<file path="src/rtl/dec_gpr_wb_arb.sv">
// dec_gpr_wb_arb: writeback arbiter for the decode-stage GPR file.
// Grants up to three distinct nonzero target GPRs per cycle from N_SRC
// producers (index 0 = highest priority) onto registered write ports 0..2,
// and sequences GPR bank switches (IDLE -> DRAIN -> SWITCH -> IDLE) so that
// no register write straddles a bank change.
// Optional feature: define GPR_WB_PERF_EN to add the conflict_cnt output.
module dec_gpr_wb_arb #(
   parameter int unsigned N_SRC          = 4,
   parameter int unsigned GPR_BANKS_LOG2 = 1
) (
   input  logic                            clk,
   input  logic                            rst,
   input  logic [N_SRC-1:0]                src_valid,
   input  logic [N_SRC-1:0][4:0]           src_addr,
   input  logic [N_SRC-1:0][63:0]          src_data,
   output logic [N_SRC-1:0]                src_ready,
   input  logic                            bank_req,
   input  logic [GPR_BANKS_LOG2-1:0]       bank_id,
   output logic                            bank_busy,
   output logic                            bank_done,
   output logic                            wen0,
   output logic                            wen1,
   output logic                            wen2,
   output logic [4:0]                      waddr0,
   output logic [4:0]                      waddr1,
   output logic [4:0]                      waddr2,
   output logic [63:0]                     wd0,
   output logic [63:0]                     wd1,
   output logic [63:0]                     wd2,
   output logic                            wen_bank_id,
   output logic [GPR_BANKS_LOG2-1:0]       wr_bank_id
`ifdef GPR_WB_PERF_EN
   ,
   output logic [31:0]                     conflict_cnt
`endif
);

   typedef enum logic [1:0] {
      ST_IDLE,
      ST_DRAIN,
      ST_SWITCH
   } state_t;

   state_t           state;
   logic             sw_block;   // one-cycle lockout after SWITCH
   logic             grant_en;
   logic [N_SRC-1:0] grant;
   logic             hit;
   logic [1:0]       n_take;
   logic [2:0]       p_wen;
   logic [2:0][4:0]  p_addr;
   logic [2:0][63:0] p_data;
   logic [2:0]       wen_r;
   logic [2:0][4:0]  waddr_r;
   logic [2:0][63:0] wd_r;

   // Grants are only issued in IDLE; a pending bank request wins over writeback.
   assign grant_en = ~rst & (state == ST_IDLE) & ~(bank_req & ~sw_block);

   // Priority scan: x0 always accepted (discarded), others need a free port and a unique address.
   always_comb begin
      grant  = '0;
      p_wen  = '0;
      p_addr = '0;
      p_data = '0;
      n_take = '0;
      hit    = 1'b0;
      if (grant_en) begin
         for (int unsigned i = 0; i < N_SRC; i++) begin
            if (src_valid[i]) begin
               if (src_addr[i] == 5'd0) begin
                  grant[i] = 1'b1;
               end else begin
                  hit = 1'b0;
                  for (int unsigned k = 0; k < 3; k++) begin
                     if (p_wen[k] && (p_addr[k] == src_addr[i])) hit = 1'b1;
                  end
                  if (!hit && (n_take != 2'd3)) begin
                     grant[i]       = 1'b1;
                     p_wen[n_take]  = 1'b1;
                     p_addr[n_take] = src_addr[i];
                     p_data[n_take] = src_data[i];
                     n_take         = n_take + 2'd1;
                  end
               end
            end
         end
      end
   end

   assign src_ready = grant;

   // Write-port register and bank-switch FSM with registered strobes.
   always_ff @(posedge clk) begin
      if (rst) begin
         state       <= ST_IDLE;
         sw_block    <= 1'b0;
         wen_r       <= '0;
         waddr_r     <= '0;
         wd_r        <= '0;
         bank_busy   <= 1'b0;
         bank_done   <= 1'b0;
         wen_bank_id <= 1'b0;
         wr_bank_id  <= '0;
      end else begin
         wen_r       <= p_wen;
         waddr_r     <= p_addr;
         wd_r        <= p_data;
         bank_done   <= 1'b0;
         wen_bank_id <= 1'b0;
         wr_bank_id  <= '0;
         sw_block    <= 1'b0;
         case (state)
            ST_IDLE: begin
               if (bank_req && !sw_block) begin
                  state     <= ST_DRAIN;
                  bank_busy <= 1'b1;
               end
            end
            ST_DRAIN: begin
               if (wen_r == '0) begin
                  state       <= ST_SWITCH;
                  wen_bank_id <= 1'b1;
                  wr_bank_id  <= bank_id;
                  bank_done   <= 1'b1;
               end
            end
            ST_SWITCH: begin
               state     <= ST_IDLE;
               bank_busy <= 1'b0;
               sw_block  <= 1'b1;
            end
            default: begin
               state     <= ST_IDLE;
               bank_busy <= 1'b0;
            end
         endcase
      end
   end

`ifdef GPR_WB_PERF_EN
   logic denied;
   assign denied = grant_en & |(src_valid & ~grant);

   // Saturating count of IDLE cycles where at least one valid source was refused.
   always_ff @(posedge clk) begin
      if (rst) begin
         conflict_cnt <= '0;
      end else if (denied && (conflict_cnt != '1)) begin
         conflict_cnt <= conflict_cnt + 32'd1;
      end
   end
`endif

   assign wen0   = wen_r[0];
   assign wen1   = wen_r[1];
   assign wen2   = wen_r[2];
   assign waddr0 = waddr_r[0];
   assign waddr1 = waddr_r[1];
   assign waddr2 = waddr_r[2];
   assign wd0    = wd_r[0];
   assign wd1    = wd_r[1];
   assign wd2    = wd_r[2];

endmodule
</file>
<file path="config.mk">
export PLATFORM = sky130hd
export DESIGN_NAME = dec_gpr_wb_arb
export DESIGN_NICKNAME = d
export VERILOG_FILES = /design/src/rtl/dec_gpr_wb_arb.sv
export SDC_FILE = /design/constraint.sdc
export NUM_CORES = 1
export LEC_CHECK = 0
export ABC_CLOCK_PERIOD_IN_PS = 13000
export BUFFER_PORTS_ARGS = -buffer_cell sky130_fd_sc_hd__buf_2
export CAP_MARGIN = 20
export CELL_PAD_IN_SITES_DETAIL_PLACEMENT = 2
export CELL_PAD_IN_SITES_GLOBAL_PLACEMENT = 2
export CORE_UTILIZATION = 27
export CTS_CLUSTER_DIAMETER = 40
export CTS_CLUSTER_SIZE = 28
export DETAILED_ROUTE_END_ITERATION = 7
export PLACE_DENSITY_LB_ADDON = 0.1
export SYNTH_ARGS = -nofsm -noshare
export SYNTH_HDL_FRONTEND = slang
export SYNTH_SLANG_ARGS = --single-unit
</file>
<file path="constraint.sdc">
create_clock -name clk -period 13 [get_ports clk]
set_input_delay 2.6 -clock clk [delete_from_list [all_inputs] [get_ports clk]]
set_output_delay 2.6 -clock clk [all_outputs]
set_load 0.01 [all_outputs]
</file>
# [Word-level counts from Yosys, hierarchy flattened]
# Index checks and enable logic that the tools add are counted.
[totals] inputBits=284 output_inout_bits=218 ff_bits=216 wordCells=186
[op_classes] n_mux=111 reduce_logical=29 n_bitwise=12 n_lt_le_gt_ge=6 n_addsub=2 n_eq_ne=14
[ops] op="$mux W192" n=11
[ops] op="$bwmux W192" n=3
[ops] op="$demux W64 S2" n=3
[ops] op="$mux W64" n=6
[ops] op="$mux W15" n=11
[ops] op="$bwmux W15" n=3
[ops] op="$mux W1" n=37
[ops] op="$eq A5 B5 Y1" n=7
[ops] op="$mux W3" n=11
[ops] op="$demux W5 S2" n=3
[ops] op="$mux W5" n=6
[ops] op="$mux W2" n=11
[ops] op="$logic_not A5 Y1" n=4
[ops] op="$logic_and A1 B1 Y1" n=14
[ops] op="$lt A2 B3 Y1 const B" n=3
[ops] op="$ne A2 B2 Y1 const B" n=4
[ops] op="$demux W1 S2" n=3
[ops] op="$ge A2 B1 Y1 const B" n=3
[ops] op="$not A1 Y1" n=6
[ops] op="$or A3 B3 Y3" n=2
[ops] op="$add A2 B1 Y2 const B" n=2
[ops] op="$logic_not A1 Y1" n=4
[ops] op="$mux W4" n=1
[ops] op="$pmux W2 S2" n=1
[ops] op="11 further kinds" n=15

# [Logic depth before layout (Yosys ltp)]
# Gate-level depths: netlist (run 1).
[depth] ltp_word=45 ltp_mapped=23

# [Least setup slack after synthesis (run 1)]
# No wires, ideal clock.
[synth_timing] path_kind="in2out" from="input port src_addr[5] (netlist bit)" to="output port src_ready[3]" arrival_time_ns=6.375 required_ns=10.400 setup_slack_ns=4.025 cell_stages=19 path_cell_list="clkbuf_1 -> or4_1 -> o21ai_0 -> nor2_1 -> o21a_1 -> clkbuf_1 -> buf_1 -> clkbuf_1 -> ha_1 -> nor2b_1 -> and2_1 -> nand2_1 -> nor3_2 -> buf_6 -> mux2i_1 -> xnor2_1 -> o31a_2 -> nor2b_1 -> o211a_1"
[synth_between] elab_chain_cells=40 elab_cells_between_ends=78
[synth_rtl] element="from (decl)" line="14" text="input logic [N_SRC-1:0][4:0] src_addr,"
[synth_rtl] element="$eq A5 B5 Y1" line="76" text="if (p_wen[k] && (p_addr[k] == src_addr[i])) hit = 1'b1;"
[synth_rtl] element="$logic_and A1 B1 Y1" line="76"
[synth_rtl] element="$mux W1" line="76"
[synth_rtl] element="$mux W1" line="71" text="if (src_addr[i] == 5'd0) begin"
[synth_rtl] element="$mux W1" line="70" text="if (src_valid[i]) begin"
[synth_rtl] element="$mux W1" line="68" text="if (grant_en) begin"
[synth_rtl] element="$logic_not A1 Y1" line="78" text="if (!hit && (n_take != 2'd3)) begin"
[synth_rtl] element="$logic_and A1 B1 Y1" line="78"
[synth_rtl] element="(+24 left out)"
[synth_rtl] element="$mux W1" line="70"
[synth_rtl] element="$mux W1" line="68"
[synth_rtl] element="$logic_not A1 Y1" line="78"
[synth_rtl] element="$logic_and A1 B1 Y1 *" line="78"
[synth_rtl] element="$mux W1 *" line="78"
[synth_rtl] element="$mux W1 *" line="71"
[synth_rtl] element="$mux W1 *" line="70"
[synth_rtl] element="$mux W4 *" line="68"
[synth_rtl] element="to (decl)" line="16" text="output logic [N_SRC-1:0] src_ready,"
# Every way passes the cells marked *; elsewhere a longest branch is shown, timed or not. The select of a mux whose other input is x is not followed.

# [Worst setup path in the final report (run 1)]
# Same ends and word-level chain as after synthesis.

==> results of run 1 <==
==> layout make-up <==
type,instances,area (µm²)
Fill cell,4637,24500
Multi-Input combinational cell,1049,6250
Sequential cell,216,4320
Timing Repair Buffer,518,2670
Clock buffer,58,1300
Tap cell,525,657
Clock inverter,27,333
Inverter,9,33.8
Antenna cell,8,20.0
==> worst max-delay path: stages <==
cell and delay, ps:
buf_2 150, or4_1 560, o21ai_0 520, nor2_1 140
o21a_4 250, buf_4 380, ha_1 310, nor2b_1 240
o2111ai_1 270, nor2_4 860, nand4_1 170, and3_1 250
nor3_1 570, nor2b_1 150, o211a_1 230, buf_2 130
==> per-layer routing <==
layer  global-route usage [%]  share of wire, %  up-vias
met2                     45.7                50      394
met1                     29.5                40     5956
met4                     9.94               2.8       16
li1                         -                 -     5653
met3                     7.46               7.3      103
met5                        0              0.18        -
==> stage by stage <==
| step | hold slack (ps) | total power [µW] | std cells | util (%) | area, µm² |
|---|---|---|---|---|---|
| floorplan | 471 | 911 | 1395 | - | 11100 |
| global placement | 501 | 1060 | 2316 | 34.7 | 13900 |
| detailed placement | 514 | 1070 | 2316 | 34.7 | 13900 |
| CTS | 528 | 2340 | 2401 | 38.7 | 15500 |
| global route | 542 | 2400 | 2408 | 38.8 | 15600 |
| finish | 525 | 2310 | 2410 | 38.9 | 15600 |
==> layout by cell type (no fill, tap or decap), drive strengths merged, types with 6 or more instances in the layout <==
cell	n
a21oi	9
a22oi	67
buf	518
bufinv	6
clkbuf	58
clkinv	13
dfxtp	216
diode	8
inv	13
mux2i	210
nand2	485
nand3	7
nor2	16
nor3	11
o21ai	142
xnor2	7
xor2	12
==> power breakdown <==
group / switching [µW] / internal, µW
Clock: 419 / 828
Combinational: 223 / 132
Sequential: 10.2 / 693
==> cell usage after synthesis, drive strengths merged (2+ instances only) <==
master / count
nand4b: 4
inv: 9
ha: 5
or2: 3
nor2b: 3
buf: 34
and2: 5
nand2: 485
o21ai: 142
xor2: 12
clkbuf: 87
nor4: 3
nor3: 11
mux2: 5
o22ai: 2
o31ai: 5
and4: 2
nor2: 16
mux2i: 210
nand3: 7
a22oi: 67
nor4b: 5
dfxtp: 216
o21a: 5
xnor2: 7
o31a: 2
nand4: 3
or4: 5
a21oi: 9
nand2b: 4
and3: 5
==> flip-flops by register name, summed over array words and instances (netlist names) <==
register and cells:
wen_bank_id 1, wr_bank_id 1, sw_block 1, wd0 64
waddr1 5, waddr2 5, waddr0 5, wd2 64
wen_r 3, bank_busy 1, wd1 64, state 2
==> cell families after synthesis <==
group,after synthesis,share of synthesized area (%)
flip-flops,216,39.1
XOR/XNOR,19,1.51
AO/OA/AOI/OAI,244,13.3
buffers and inverters,130,4.93
adder cells (fa/ha/maj),5,0.566
multiplexers,215,19.5
AND/OR/NAND/NOR,566,21.0
==> path summary, 6_finish.rpt <==
| kind | end | slack (ps) |
|---|---|---|
| max | src_ready[3] | 2590 |
| min | bank_busy | 530 |
| max reg2reg | waddr2[2] | 9670 |
| min reg2reg | bank_busy | 530 |
==> results.json, run 1 <==
{
  "cts_max_level": 2,
  "arrival_ps": 7810,
  "syn_avg_cell_area_um2": 7.93,
  "synth_edf_count": 0,
  "cp_max_fo": 51,
  "postRouteAntennaNets": 0,
  "die_width_um": 204,
  "worst_pin_slew_ps": 1080,
  "status": "finished, final reports clean",
  "cts-root-buf": "clkbuf_16",
  "crit_type": "in -> out",
  "grt_pass1_wl_um": 81900,
  "rsz0062_at_grt": "false",
  "synthFlopType": "dfxtp_1",
  "drt-initial-drc-count": 445,
  "async_flop_share_pct": 0,
  "reg2reg_depth": 6,
  "synth_warnings": 0,
  "reg2reg_from": "state[1]",
  "finalCritPeriodShare_pct": 80.1,
  "powerDensity_nw_per_um2": 148,
  "post-cts-setup-buffers": 0,
  "yosysSeqAreaShare_pct": 39.1,
  "fmax_mhz": 96.0,
  "synth_top_area_share_pct": 39.1,
  "hold_buffers": 0,
  "setup_ws_ps": 2590,
  "die-area_um2": 41800,
  "dp_hpwl_um": 39000,
  "gr-total-overflow": 0,
  "synth-seq-cells": 216,
  "setup_tns_ps": 0,
  "dr_total_vias": 12100,
  "synth_cell_type_count": 55,
  "fin_skew_ps": 12.7,
  "drcViolationCount": 0,
  "synth_cells": 1395,
  "nNetsFinal": 2132,
  "firstDrtPassIters": 5,
  "synth_area_leaders": "dfxtp_1 39%, mux2i_1 19%, nand2_1 16%",
  "start_util_pct": 27.6,
  "antenna_found_initial": 16,
  "critPathLaunch": "src_addr[5]",
  "drt-total-wl_um": 55300,
  "hp-class": "reg -> reg",
  "cap_violations": 0,
  "worst_ir_drop_vdd_v": 0.0000883,
  "coreArea_um2": 40100,
  "grt_max_degree": 136,
  "slew_headroom_pct": 27.5,
  "die_y_um": 204,
  "clock_path_buffers": 3,
  "tritoncts": "built",
  "port_buffers": 501,
  "layout-drive-gt1-share_pct": 33.0,
  "hp-start": "bank_busy",
  "endpoint_kind": "output port",
  "setup_violations": 0,
  "yosysTopAreaCell": "dfxtp_1",
  "io_pins": 502,
  "cts.sink_count": 216,
  "cts.repair.resized": 0,
  "num_rows": 73,
  "startpoint_type": "input port",
  "grt_pass1_vias": 13100,
  "synth_area_um2": 11100,
  "grt.total_usage_pct": 26.0,
  "syn_nets": 1684,
  "leakage_uw": 0.00748,
  "vias_per_cell": 5.03,
  "pre_cts_slack_ps": 2470,
  "clk_latency_ps": 570,
  "gp_congestion": 0.854,
  "finalMaxSlewViolations": 0,
  "path_clk_slew_ps": 40,
  "crit_required_ps": 10400,
  "min_path_cells": 2,
  "fin_crit_ps": 10410,
  "syn2layout_area_growth_pct": 40.9,
  "hold_viol": 0,
  "cts_made_buffers": 49,
  "post_drt_wl_per_cell_um": 23.0
}
(Power assumes the default switching activity.)
==> inputs of run 2 (changes only) <==
- ABC_AREA: not set -> 1
- ABC_CLOCK_PERIOD_IN_PS: 13000 -> 10100
- CORE_UTILIZATION: 27 -> 24
- clock period: 13 -> 10.1 ns (I/O delays scaled with it)
==> results.json, run 2 <==
{
  "startpoint_type": "input port",
  "slowest_delay_ps": 650,
  "port_buffers": 501,
  "yosysMostFrequentCell": "nand2_1",
  "grt_pass1_vias": 16000,
  "path_buf_inv": 4,
  "setup_tns_ps": 0,
  "post_drt_wl_per_cell_um": 21.4,
  "hold_viol": 0,
  "hold_buffers": 0,
  "status": "finished, final reports clean",
  "finalCritPeriodShare_pct": 86.4,
  "die_width_um": 225,
  "synth_top_area_share_pct": 36.3,
  "reg2reg_depth": 7,
  "fin_crit_ps": 8720,
  "drt-initial-drc-count": 575,
  "yosysSeqAreaShare_pct": 36.3,
  "final_core_util_pct": 34.1,
  "syn_avg_cell_area_um2": 5.99,
  "synth_area_um2": 11900,
  "crit_required_ps": 8080,
  "worst_pin_slew_ps": 1120,
  "dp_hpwl_um": 47000,
  "worstPathCellList": "buf_2 > nor2_1 > nand2_1 > nand2_1 > nand2_4 > nand3_2 > nand2_1 > inv_1 > ha_1 > inv_1 > nand2_2 > nor2_8 > nand3_4 > nand2_1 > nand2_1 > nand2_1 > nand2_1 > nor2_1 > nand2_1 > nor2_4 > o21ai_0 > nand2_1 > nor2_1 > buf_2",
  "synth_area_leaders": "dfxtp_1 36%, nand2_1 24%, nor2_1 11%",
  "syn_nets": 2278,
  "layout-drive-gt1-share_pct": 26.3,
  "gp_congestion": 0.857,
  "leakage_uw": 0.00927,
  "cts-root-buf": "clkbuf_16",
  "reg2reg_from": "state[0]",
  "grt.total_usage_pct": 26.1,
  "synthFlopType": "dfxtp_1",
  "syn2layout_area_growth_pct": 40.2,
  "yosysTopAreaCell": "dfxtp_1",
  "final_common_cell": "nand2_1",
  "hp-start": "state[0]",
  "setup_violations": 0,
  "clk_latency_ps": 590,
  "synth_edf_count": 0,
  "cts_made_buffers": 53,
  "synth_warnings": 0,
  "arrival_ps": 6700,
  "rsz0062_at_grt": "false",
  "synth_cell_type_count": 36,
  "cts.sink_count": 216,
  "num_rows": 81,
  "setup_ws_ps": 1380,
  "path_clk_slew_ps": 50,
  "total_power_uw": 3400,
  "r2r_slack_ps": 7040,
  "fillers": 6093,
  "drcViolationCount": 0,
  "hold_end": "sw_block",
  "slew_headroom_pct": 25.4,
  "grt_pass1_wl_um": 99600,
  "crit_top_cell": "nand2_1",
  "clock_path_buffers": 3,
  "cts.repair.resized": 0,
  "antenna_found_initial": 20,
  "synth.top_cells.by_count": "764 x nand2_1, 358 x nor2_1, 216 x dfxtp_1, 130 x o21ai_0, 110 x nand3_1",
  "post-cts-setup-buffers": 0,
  "hp-class": "reg -> reg",
  "nNetsFinal": 2713,
  "async_flop_share_pct": 0,
  "die_y_um": 225,
  "dpl-instance-area_um2": 14800,
  "cp_max_fo": 64,
  "coreArea_um2": 49000,
  "powerDensity_nw_per_um2": 204,
  "gr-total-overflow": 0,
  "grt_max_degree": 79,
  "die-area_um2": 50500,
  "finalMaxSlewViolations": 0,
  "pre_cts_slack_ps": 1360,
  "drt-total-wl_um": 67100,
  "postRouteAntennaNets": 0,
  "design_area_um2": 16700,
  "cp_top_family": "simple AND/OR/NAND/NOR gates",
  "fin_skew_ps": 13.0,
  "fmax_mhz": 115,
  "mostFrequentLayoutCells": "761 x nand2_1, 501 x buf_2, 358 x nor2_1",
  "synth-seq-cells": 216,
  "firstDrtPassIters": 5,
  "start_util_pct": 24.3,
  "min_path_cells": 1,
  "tritoncts": "built",
  "cap_violations": 0,
  "crit_type": "in -> out",
  "worst_ir_drop_vdd_v": 0.000106,
  "r2r-end": "wd1[12]",
  "cts_max_level": 2,
  "crit_cells": 24,
  "crit_slowest_cell": "nand2_4",
  "dr_total_vias": 15100,
  "endpoint_kind": "output port",
  "io_pins": 502,
  "synth_cells": 1989,
  "vias_per_cell": 4.79
}
run 2: cell count changes in the layout (fill, tap and decap cells not counted), sizes merged, moves of 7 or more:
cell | previous run | this run
nor2 | 16 | 365
nand2 | 485 | 776
mux2i | 210 | 0
nand3 | 7 | 118
o21ai | 142 | 222
a22oi | 67 | 0
inv | 13 | 79
nand4 | 3 | 30
a21oi | 9 | 17
clkbuf | 58 | 65
clkinvlp | 4 | 11
xnor2 | 7 | 0
run 2: where the power goes:
| part | total (µW) | internal (µW) | switching, µW | leakage (µW) |
|---|---|---|---|---|
| logic | 659 | 202 | 456 | 0.00662 |
| registers | 922 | 904 | 18.1 | 0.00176 |
| clock network | 1820 | 1240 | 581 | 0.000896 |
| total | 3400 | 2340 | 1060 | 0.00927 |
run 2: worst max-delay path by stage:
stage,start,end,slack (ps)
floorplan,src_valid[0],src_ready[3],3540
global placement,src_addr[7],src_ready[3],1610
detailed placement,src_addr[7],src_ready[3],1360
CTS,src_addr[7],src_ready[3],1350
global route,src_addr[8],src_ready[3],910
finish,src_addr[7],src_ready[3],1380
run 2: stage by stage:
| stage | hold slack [ps] | cells |
|---|---|---|
| final | 521 | 3142 |
| after global routing | 540 | 3140 |
| after CTS | 520 | 3132 |
| after detailed placement | 505 | 3033 |
| after global placement | 490 | 3033 |
| after floorplan | 467 | 1989 |
run 2: area by class of cell:
class | instances | area [µm²] | area share [%]
Sequential cell | 216 | 4320 | 25.9
Antenna cell | 10 | 25.0 | 0.150
Inverter | 82 | 312 | 1.87
Clock inverter | 34 | 445 | 2.67
Tap cell | 664 | 831 | 4.98
Timing Repair Buffer | 517 | 2640 | 15.8
Clock buffer | 65 | 1440 | 8.64
Multi-Input combinational cell | 1554 | 6670 | 40.0
run 2: logic make-up (layout without fill, tap and decap cells):
logic type,Yosys count,count (layout),synth area share (%)
AOI/OAI and AO/OA,243,243,10.3
other,0,10,0
DFF,216,216,36.3
xor gates and xnor gates,6,6,0.441
adders and majority gates,5,5,0.525
buffers and inverters,219,698,8.14
and+or+nand+nor,1300,1300,44.3
run 2: routing by layer:
layer	track usage, %	vias to the layer above	wire, µm
met1	31.1	7370	28200
met3	6.35	132	4000
li1	-	7136	-
met2	45.3	397	32500
met5	0	-	135
met4	9.55	20	2260
